--- config.mk ---
export PLATFORM = sky130hd
export DESIGN_NAME = axi_lite_rd_arbiter
export DESIGN_NICKNAME = d
export VERILOG_FILES = /design/src/rtl/axi_rd_arb_pkg.sv /design/src/rtl/rr_arb2.sv /design/src/rtl/axi_lite_rd_arbiter.sv
export SDC_FILE = /design/constraint.sdc
export NUM_CORES = 1
export LEC_CHECK = 0
export CAP_MARGIN = 5
export CORE_ASPECT_RATIO = 1.4
export CORE_MARGIN = 2
export CORE_UTILIZATION = 35
export DETAILED_ROUTE_END_ITERATION = 8
export PLACE_DENSITY = 0.79
export SYNTH_ARGS = -nofsm -noshare
export SYNTH_HDL_FRONTEND = slang
export SYNTH_SLANG_ARGS = --single-unit
export TNS_END_PERCENT = 50
--- constraint.sdc ---
create_clock -name clk -period 2 [get_ports clk]
set_input_delay 0.2 -clock clk [delete_from_list [all_inputs] [get_ports clk]]
set_output_delay 0.2 -clock clk [all_outputs]
set_load 0.01 [all_outputs]
--- src/rtl/axi_rd_arb_pkg.sv ---
// axi_rd_arb_pkg
// Shared definitions for the two-requester AXI4-Lite read arbiter:
//   - state_t      : arbiter FSM encoding (IDLE, ADDR, DATA, RESP)
//   - RESP_OKAY    : AXI OKAY response code
//   - RESP_SLVERR  : AXI SLVERR response code, returned on a watchdog abort
//   - TIMEOUT_DATA : read data returned upstream on a watchdog abort
package axi_rd_arb_pkg;

  typedef enum logic [1:0] {
    ST_IDLE = 2'd0,
    ST_ADDR = 2'd1,
    ST_DATA = 2'd2,
    ST_RESP = 2'd3
  } state_t;

  localparam logic [1:0]  RESP_OKAY    = 2'b00;
  localparam logic [1:0]  RESP_SLVERR  = 2'b10;
  localparam logic [31:0] TIMEOUT_DATA = 32'hDEAD_BEEF;

endpackage

--- src/rtl/rr_arb2.sv ---
// rr_arb2
// Two-way combinational round-robin select.
// Ports:
//   req[1:0] in  : request lines, bit i for requester i
//   last     in  : index of the previously granted requester
//   sel      out : index of the chosen requester (valid when any=1)
//   any      out : at least one request is pending
// On a tie the requester that was not granted last time wins.
module rr_arb2
  import axi_rd_arb_pkg::*;
(
  input  logic [1:0] req,
  input  logic       last,
  output logic       sel,
  output logic       any
);

  // select logic: a lone requester wins outright, a tie alternates
  always_comb begin
    any = |req;
    sel = 1'b0;
    case (req)
      2'b01:   sel = 1'b0;
      2'b10:   sel = 1'b1;
      2'b11:   sel = ~last;
      default: sel = 1'b0;
    endcase
  end

endmodule

--- src/rtl/axi_lite_rd_arbiter.sv ---
// axi_lite_rd_arbiter
// Shares one downstream AXI4-Lite read master between two upstream read
// requesters with round-robin arbitration and one outstanding transaction.
// The response is captured into a shared rdata/rresp register and returned
// only to the requester that owns the transaction.
//
// Ports:
//   clk, rst_n           : clock, synchronous active-low reset
//   s0_axi_* / s1_axi_*  : upstream AXI4-Lite read slaves (AR and R channels)
//   m_axi_*              : downstream AXI4-Lite read master (AR and R channels)
//   grant                : index of the current or last granted requester
//   busy                 : high whenever the FSM is not idle
//
// Optional build macro AXI_RD_ARB_TIMEOUT_EN adds a watchdog: if a
// transaction spends TIMEOUT_CYC cycles in ADDR+DATA it is abandoned and
// SLVERR with data TIMEOUT_DATA is returned. Without the macro the block
// waits indefinitely for the downstream slave.
module axi_lite_rd_arbiter
  import axi_rd_arb_pkg::*;
#(
  parameter int ADDR_W      = 32,
  parameter int DATA_W      = 32,
  parameter int TIMEOUT_CYC = 1024
) (
  input  logic              clk,
  input  logic              rst_n,

  input  logic [ADDR_W-1:0] s0_axi_araddr,
  input  logic [2:0]        s0_axi_arprot,
  input  logic              s0_axi_arvalid,
  output logic              s0_axi_arready,
  output logic [DATA_W-1:0] s0_axi_rdata,
  output logic [1:0]        s0_axi_rresp,
  output logic              s0_axi_rvalid,
  input  logic              s0_axi_rready,

  input  logic [ADDR_W-1:0] s1_axi_araddr,
  input  logic [2:0]        s1_axi_arprot,
  input  logic              s1_axi_arvalid,
  output logic              s1_axi_arready,
  output logic [DATA_W-1:0] s1_axi_rdata,
  output logic [1:0]        s1_axi_rresp,
  output logic              s1_axi_rvalid,
  input  logic              s1_axi_rready,

  output logic [ADDR_W-1:0] m_axi_araddr,
  output logic [2:0]        m_axi_arprot,
  output logic              m_axi_arvalid,
  input  logic              m_axi_arready,
  input  logic [DATA_W-1:0] m_axi_rdata,
  input  logic [1:0]        m_axi_rresp,
  input  logic              m_axi_rvalid,
  output logic              m_axi_rready,

  output logic              grant,
  output logic              busy
);

  state_t              state_q, state_d;
  logic                grant_q, grant_d;
  logic [ADDR_W-1:0]   araddr_q, araddr_d;
  logic                arvalid_q, arvalid_d;
  logic                rready_q, rready_d;
  logic                s0_arready_q, s0_arready_d;
  logic                s1_arready_q, s1_arready_d;
  logic [DATA_W-1:0]   rdata_q, rdata_d;
  logic [1:0]          rresp_q, rresp_d;
  logic                s0_rvalid_q, s0_rvalid_d;
  logic                s1_rvalid_q, s1_rvalid_d;
  logic                busy_q, busy_d;

  logic                arb_sel;
  logic                arb_any;
  logic                sel_rready;
  logic                timeout_hit;

  rr_arb2 u_rr_arb2 (
    .req  ({s1_axi_arvalid, s0_axi_arvalid}),
    .last (grant_q),
    .sel  (arb_sel),
    .any  (arb_any)
  );

`ifdef AXI_RD_ARB_TIMEOUT_EN
  localparam logic [15:0] TMO_LAST = 16'(TIMEOUT_CYC - 1);

  logic [15:0] tmo_cnt_q, tmo_cnt_d;
  logic        unused_ok;

  // The counter reads TIMEOUT_CYC-1 on the edge that completes the
  // TIMEOUT_CYC-th cycle since ADDR was entered.
  assign timeout_hit = (tmo_cnt_q == TMO_LAST);
  assign unused_ok   = ^{s0_axi_arprot, s1_axi_arprot};

  // watchdog next value: zero while idle so it starts at 0 on ADDR entry
  always_comb begin
    tmo_cnt_d = tmo_cnt_q;
    case (state_q)
      ST_IDLE:          tmo_cnt_d = 16'd0;
      ST_ADDR, ST_DATA: tmo_cnt_d = tmo_cnt_q + 16'd1;
      default:          tmo_cnt_d = tmo_cnt_q;
    endcase
  end

  // watchdog counter register
  always_ff @(posedge clk) begin
    if (!rst_n) begin
      tmo_cnt_q <= 16'd0;
    end else begin
      tmo_cnt_q <= tmo_cnt_d;
    end
  end
`else
  logic unused_ok;

  assign timeout_hit = 1'b0;
  assign unused_ok   = ^{s0_axi_arprot, s1_axi_arprot, 32'(TIMEOUT_CYC)};
`endif

  // FSM next-state and registered-output next values
  always_comb begin
    state_d      = state_q;
    grant_d      = grant_q;
    araddr_d     = araddr_q;
    arvalid_d    = arvalid_q;
    rready_d     = rready_q;
    s0_arready_d = 1'b0;
    s1_arready_d = 1'b0;
    rdata_d      = rdata_q;
    rresp_d      = rresp_q;
    s0_rvalid_d  = s0_rvalid_q;
    s1_rvalid_d  = s1_rvalid_q;
    sel_rready   = grant_q ? s1_axi_rready : s0_axi_rready;

    case (state_q)
      ST_IDLE: begin
        if (arb_any) begin
          grant_d   = arb_sel;
          araddr_d  = arb_sel ? s1_axi_araddr : s0_axi_araddr;
          arvalid_d = 1'b1;
          if (arb_sel) begin
            s1_arready_d = 1'b1;
          end else begin
            s0_arready_d = 1'b1;
          end
          state_d = ST_ADDR;
        end else begin
          state_d = ST_IDLE;
        end
      end

      ST_ADDR: begin
        if (timeout_hit) begin
          arvalid_d = 1'b0;
          rready_d  = 1'b0;
          rdata_d   = DATA_W'(TIMEOUT_DATA);
          rresp_d   = RESP_SLVERR;
          if (grant_q) begin
            s1_rvalid_d = 1'b1;
          end else begin
            s0_rvalid_d = 1'b1;
          end
          state_d = ST_RESP;
        end else if (m_axi_arready) begin
          arvalid_d = 1'b0;
          rready_d  = 1'b1;
          state_d   = ST_DATA;
        end else begin
          state_d = ST_ADDR;
        end
      end

      ST_DATA: begin
        if (timeout_hit) begin
          rready_d = 1'b0;
          rdata_d  = DATA_W'(TIMEOUT_DATA);
          rresp_d  = RESP_SLVERR;
          if (grant_q) begin
            s1_rvalid_d = 1'b1;
          end else begin
            s0_rvalid_d = 1'b1;
          end
          state_d = ST_RESP;
        end else if (m_axi_rvalid) begin
          rready_d = 1'b0;
          rdata_d  = m_axi_rdata;
          rresp_d  = m_axi_rresp;
          if (grant_q) begin
            s1_rvalid_d = 1'b1;
          end else begin
            s0_rvalid_d = 1'b1;
          end
          state_d = ST_RESP;
        end else begin
          state_d = ST_DATA;
        end
      end

      ST_RESP: begin
        if (sel_rready) begin
          s0_rvalid_d = 1'b0;
          s1_rvalid_d = 1'b0;
          state_d     = ST_IDLE;
        end else begin
          state_d = ST_RESP;
        end
      end

      default: begin
        state_d = ST_IDLE;
      end
    endcase

    busy_d = (state_d != ST_IDLE);
  end

  // state and output registers; reset leaves grant=1 so requester 0 wins first
  always_ff @(posedge clk) begin
    if (!rst_n) begin
      state_q      <= ST_IDLE;
      grant_q      <= 1'b1;
      araddr_q     <= '0;
      arvalid_q    <= 1'b0;
      rready_q     <= 1'b0;
      s0_arready_q <= 1'b0;
      s1_arready_q <= 1'b0;
      rdata_q      <= '0;
      rresp_q      <= RESP_OKAY;
      s0_rvalid_q  <= 1'b0;
      s1_rvalid_q  <= 1'b0;
      busy_q       <= 1'b0;
    end else begin
      state_q      <= state_d;
      grant_q      <= grant_d;
      araddr_q     <= araddr_d;
      arvalid_q    <= arvalid_d;
      rready_q     <= rready_d;
      s0_arready_q <= s0_arready_d;
      s1_arready_q <= s1_arready_d;
      rdata_q      <= rdata_d;
      rresp_q      <= rresp_d;
      s0_rvalid_q  <= s0_rvalid_d;
      s1_rvalid_q  <= s1_rvalid_d;
      busy_q       <= busy_d;
    end
  end

  // The response register is shared; only rvalid tells a requester it is theirs.
  assign s0_axi_arready = s0_arready_q;
  assign s1_axi_arready = s1_arready_q;
  assign s0_axi_rdata   = rdata_q;
  assign s1_axi_rdata   = rdata_q;
  assign s0_axi_rresp   = rresp_q;
  assign s1_axi_rresp   = rresp_q;
  assign s0_axi_rvalid  = s0_rvalid_q;
  assign s1_axi_rvalid  = s1_rvalid_q;
  assign m_axi_araddr   = araddr_q;
  assign m_axi_arprot   = 3'b000;
  assign m_axi_arvalid  = arvalid_q;
  assign m_axi_rready   = rready_q;
  assign grant          = grant_q;
  assign busy           = busy_q;

endmodule

### Word-level counts from Yosys, hierarchy flattened

Index checks and enable logic that the tools add are counted.

* equal/unequal tests: 11
* muxes and demuxes: 23
* bitwise operators: 1
* reduce and logical (&&, ||, !) cells: 13

Operators by type and width (number)
* $mux W32: 1
* $mux W1: 14
* $ne A2 B2 Y1 const B: 6
* $pmux W1 S2: 5
* $reduce_and A3 Y1: 3
* $eq A2 B2 Y1 const B: 4
* $pmux W2 S4: 1
* $reduce_and A4 Y1: 2
* $reduce_bool A2 Y1: 4
* $mux W2: 2
* $reduce_and A2 Y1: 2
* $eq A2 B1 Y1 const B: 1
* $logic_not A2 Y1: 1
* $reduce_or A2 Y1: 1
* $not A1 Y1: 1

* register bits: 76
* bits of input ports: 112
* output and inout port bits: 111
* word-level logic and storage cells: 60

### Longest topological paths before layout

* word-level depth: 4
* mapped depth: 6
* mapped depth without buffers: 3

### Hierarchy

Synthesis repeated with hierarchy kept, for this count alone.

* cells, all modules: 343
* area total of the unflattened synthesis: 3326.9 µm²

Modules (own cells, without submodules)
* axi_lite_rd_arbiter: times used 1, cells each 341, area each 3313.2 µm², sequential area each 1521.5 µm²
* rr_arb2: times used 1, cells each 2, area each 13.8 µm², sequential area each 0.0 µm²

### Least setup slack after synthesis

OpenSTA, ideal clock, no wires.

* path type: register to register
* start: register grant_q, in the netlist grant
* end: register araddr_q[0], in the netlist m_axi_araddr[0]
* library setup time: 0.122 ns
* arrival: 1.256 ns
* required time: 1.878 ns
* slack: 0.623 ns
* cell stages (with the launch flop): 6
* path buffers: 2
* clock period less this slack: 1.377 ns
* cell sequence: dfxtp_1 -> nand2_1 -> and4_4 -> buf_6 -> buf_6 -> a221o_1

* longest elaborated chain between the ends: 3

Ends and longest elaborated chain
* from (decl): line axi_lite_rd_arbiter.sv:60 `logic grant_q, grant_d;`
* from (signal assigned): line axi_lite_rd_arbiter.sv:234 `grant_q <= grant_d;`
* $not A1 Y1: line rr_arb2.sv:25 `2'b11: sel = ~last;`
* $pmux W1 S2: line rr_arb2.sv:22 `case (req)`
* $mux W32: line axi_lite_rd_arbiter.sv:139 `araddr_d = arb_sel ? s1_axi_araddr : s0_axi_araddr;`
* to (signal assigned): line axi_lite_rd_arbiter.sv:235 `araddr_q <= araddr_d;`
* to (decl): line axi_lite_rd_arbiter.sv:61 `logic [ADDR_W-1:0] araddr_q, araddr_d;`

No other way between the ends.
A chain may end at the register's enable or synchronous reset.

### Final worst setup path

* start: register grant_q, in the netlist grant
* end: output grant

RTL lines
* to (decl): line axi_lite_rd_arbiter.sv:55 `output logic grant,`

No word-level cell between the ends.

==> metrics.cfg <==
[worst_setup_path]
rr_worst_depth=4
arrival_ns=1.41
cp_slowest_stage_delay_ns=0.62
worstReg2RegEnd=m_axi_araddr[15]$_SDFFE_PN0P_
path_class=flip-flop to output pin
crit_fanout=6
path_buf_inv=1
critPathCaptureType=output pin
path_delay_family=buffers and inverters
critPathCapture=grant
worstReg2RegStart=state_q[0]$_SDFF_PN0_
required_ns=1.80
crit_cells=1
critPathLaunchType=flip-flop
r2r_slack_ns=0.43
crit_chain=clkdlybuf4s50_1
crit_slowest_cell=clkdlybuf4s50_1
crit_start=grant$_SDFFE_PN1P_

[sta]
finalSetupViolations=0
rsz0062_at_grt=no
fin_crit_ns=1.61
setup_tns_ns=0
fmax_ghz=0.620
finalHoldViolations=0
slew_viol_final=0
finalCritPeriodShare_pct=80.6
fin_skew_ns=0.00330

[cells_and_area]
drive_gt1_share_pct=6.32
diodes=0
syn_to_final_growth_pct=67.2
final_nets=629
stdcell_count=632

[routing]
ant_nets=0
dr.pass1.iters=4
viasPerCell=5.16
wire_per_inst_um=15.6
vias=3261
drt_iter0_markers=114
drc=0
routed_wl_mm=9.86

[synthesis]
yosysSeqAreaShare_pct=45.0
yosysWarnings=0
synth-seq-cells=76
netlist_area_sq_mm=0.00338
synthCells=353
avgSynthCellArea_sq_um=9.58
ys_types=28

[cts]
cts_tree=done
clk_pin_slew_ns=0.06
clock_path_buffers=2
ctsHoldBuffers=0
cts_resized=0
cts_max_level=3
cts_buffers=9
cts_sinks=76
clock_latency_ns=0.32
post-cts-setup-buffer-count=0
cts_root_buffer=clkbuf_16

[place]
hpwl_mm=7.29
place_inst=616
portBuffers=213
place_congestion=0.702

[job]
cap_violations=0

[hold_path]
hp-class=input pin to flip-flop
hold_start=rst_n

[floorplan]
die_y_um=120
initial_core_util_pct=36.0
placementRows=42
fp.dieW_um=87.1
die-area_sq_mm=0.0105
io_pins=223
core_area_sq_mm=0.00941

[grt]
overflow=0
grt_pass1_vias=3149
grt_usage_pct=18.3
antenna_found_initial=0
grt_max_degree=40
grt_first_pass_wirelength_mm=15.3

[power_and_ir_drop]
leakagePower_nw=2.20
p_per_area_mw_per_mm2=830
peakVddDrop_mv=0.638
power_mw=4.70

[run_status]
outcome=complete, no violations

layer usage:
| layer | global-route usage (%) | up-vias | wire (um) |
|---|---|---|---|
| met5 | 0 | - | 0 |
| met4 | 6.73 | 0 | 155 |
| met3 | 5.67 | 12 | 751 |
| met2 | 32.3 | 141 | 5140 |
| met1 | 20.3 | 1530 | 3820 |
| li1 | - | 1578 | - |
cell type report:
class,count,area [sq um]
clock buffers,9,225
clock inverters,7,163
fillers,798,3750
inverters,3,11.3
multi-input cells,203,1380
flip-flops and latches,76,1520
well taps,110,138
repair buffers,224,2220
state kept, by name, indices dropped and copies added, names as in the netlist:
name	count
m_axi_rready	1
s0_axi_rresp	2
m_axi_araddr	32
busy	1
state_q	2
grant	1
s1_axi_rvalid	1
s0_axi_arready	1
s1_axi_arready	1
s0_axi_rdata	32
s0_axi_rvalid	1
m_axi_arvalid	1
worst register-to-register path, delay by kind of cell (launching register included):
family | cells | cell delay (ns)
AO/OA/AOI/OAI | 1 | 0.40
buffers and inverters | 1 | 0.30
AND/OR/NAND/NOR | 2 | 0.42
flip-flops | 1 | 0.34
stage by stage:
| step | instance area, sq um | hold slack (ns) | setup WS [ns] | util, % |
|---|---|---|---|---|
| 2_1_floorplan | 3390 | 0.338 | 0.623 | - |
| 3_3_place_gp | 5270 | 0.465 | 0.293 | 56.0 |
| 3_5_place_dp | 5270 | 0.471 | 0.239 | 56.0 |
| 4_1_cts | 5660 | 0.385 | 0.342 | 60.1 |
| 5_1_grt | 5660 | 0.397 | 0.291 | 60.1 |
| 6_report | 5660 | 0.389 | 0.387 | 60.1 |
kinds of logic after synthesis:
logic type / count (synthesis) / share of synthesized area, %
AOI/OAI and AO/OA: 113 / 29.5
other: 1 / 0.111
muxes: 1 / 0.296
and+or+nand+nor: 86 / 10.5
DFF: 76 / 45.0
buffers and inverters: 76 / 14.6
cell usage after synthesis:
master | number | area, sq um
and4_4 | 1 | 11.3
buf_6 | 4 | 45.0
nor2b_1 | 1 | 6.26
a221o_1 | 32 | 320
nor3b_1 | 1 | 7.51
and3b_1 | 1 | 8.76
nand2_1 | 76 | 285
clkbuf_1 | 13 | 48.8
buf_2 | 12 | 60.1
nand3_1 | 1 | 5.00
nor2_2 | 1 | 6.26
or2_2 | 1 | 6.26
a21oi_1 | 1 | 5.00
o2111a_1 | 1 | 11.3
o211ai_1 | 3 | 22.5
a31oi_1 | 1 | 6.26
o21ai_0 | 5 | 25.0
nand3b_2 | 1 | 11.3
buf_4 | 44 | 330
a21boi_0 | 36 | 270
a311oi_1 | 1 | 8.76
mux2i_1 | 1 | 10.0
a21o_1 | 1 | 7.51
dfxtp_1 | 76 | 1520
inv_1 | 3 | 11.3
nor2_1 | 2 | 7.51
conb_1 | 1 | 3.75
o311a_1 | 32 | 320
power by group:
part	switching, mW	total (mW)	internal, mW	leakage (nW)
Sequential	0.0712	1.71	1.64	0.621
Combinational	0.359	0.901	0.542	1.39
Clock	0.619	2.09	1.47	0.186
placed cells by master (no fill, tap or decap), drive strengths merged:
| master | n |
|---|---|
| and4 | 1 |
| a21boi | 36 |
| conb | 3 |
| inv | 3 |
| o21ai | 5 |
| clkinv | 1 |
| a31oi | 1 |
| or2 | 1 |
| nor2 | 3 |
| o2111a | 1 |
| nand2 | 76 |
| nand3 | 1 |
| clkbuf | 9 |
| and3b | 1 |
| clkinvlp | 1 |
| mux2i | 1 |
| buf | 12 |
| clkdlybuf4s50 | 212 |
| nor2b | 1 |
| a221o | 32 |
| dfxtp | 76 |
| a21oi | 1 |
| nand3b | 1 |
| o311a | 32 |
| nor3b | 1 |
| o211ai | 3 |
| a311oi | 1 |
| bufinv | 5 |
| a21o | 1 |
worst min path at each step:
stage | cells past startpoint | to
finish | 2 | s1_axi_arready$_SDFF_PN0_
CTS | 2 | s1_axi_arready$_SDFF_PN0_
global route | 2 | s1_axi_arready$_SDFF_PN0_
detailed placement | 2 | s0_axi_rdata[1]$_SDFFE_PN0P_
global placement | 2 | s0_axi_rdata[1]$_SDFFE_PN0P_
floorplan | 1 | m_axi_araddr[0]$_SDFFE_PN0P_
(Power assumes the default switching activity.)
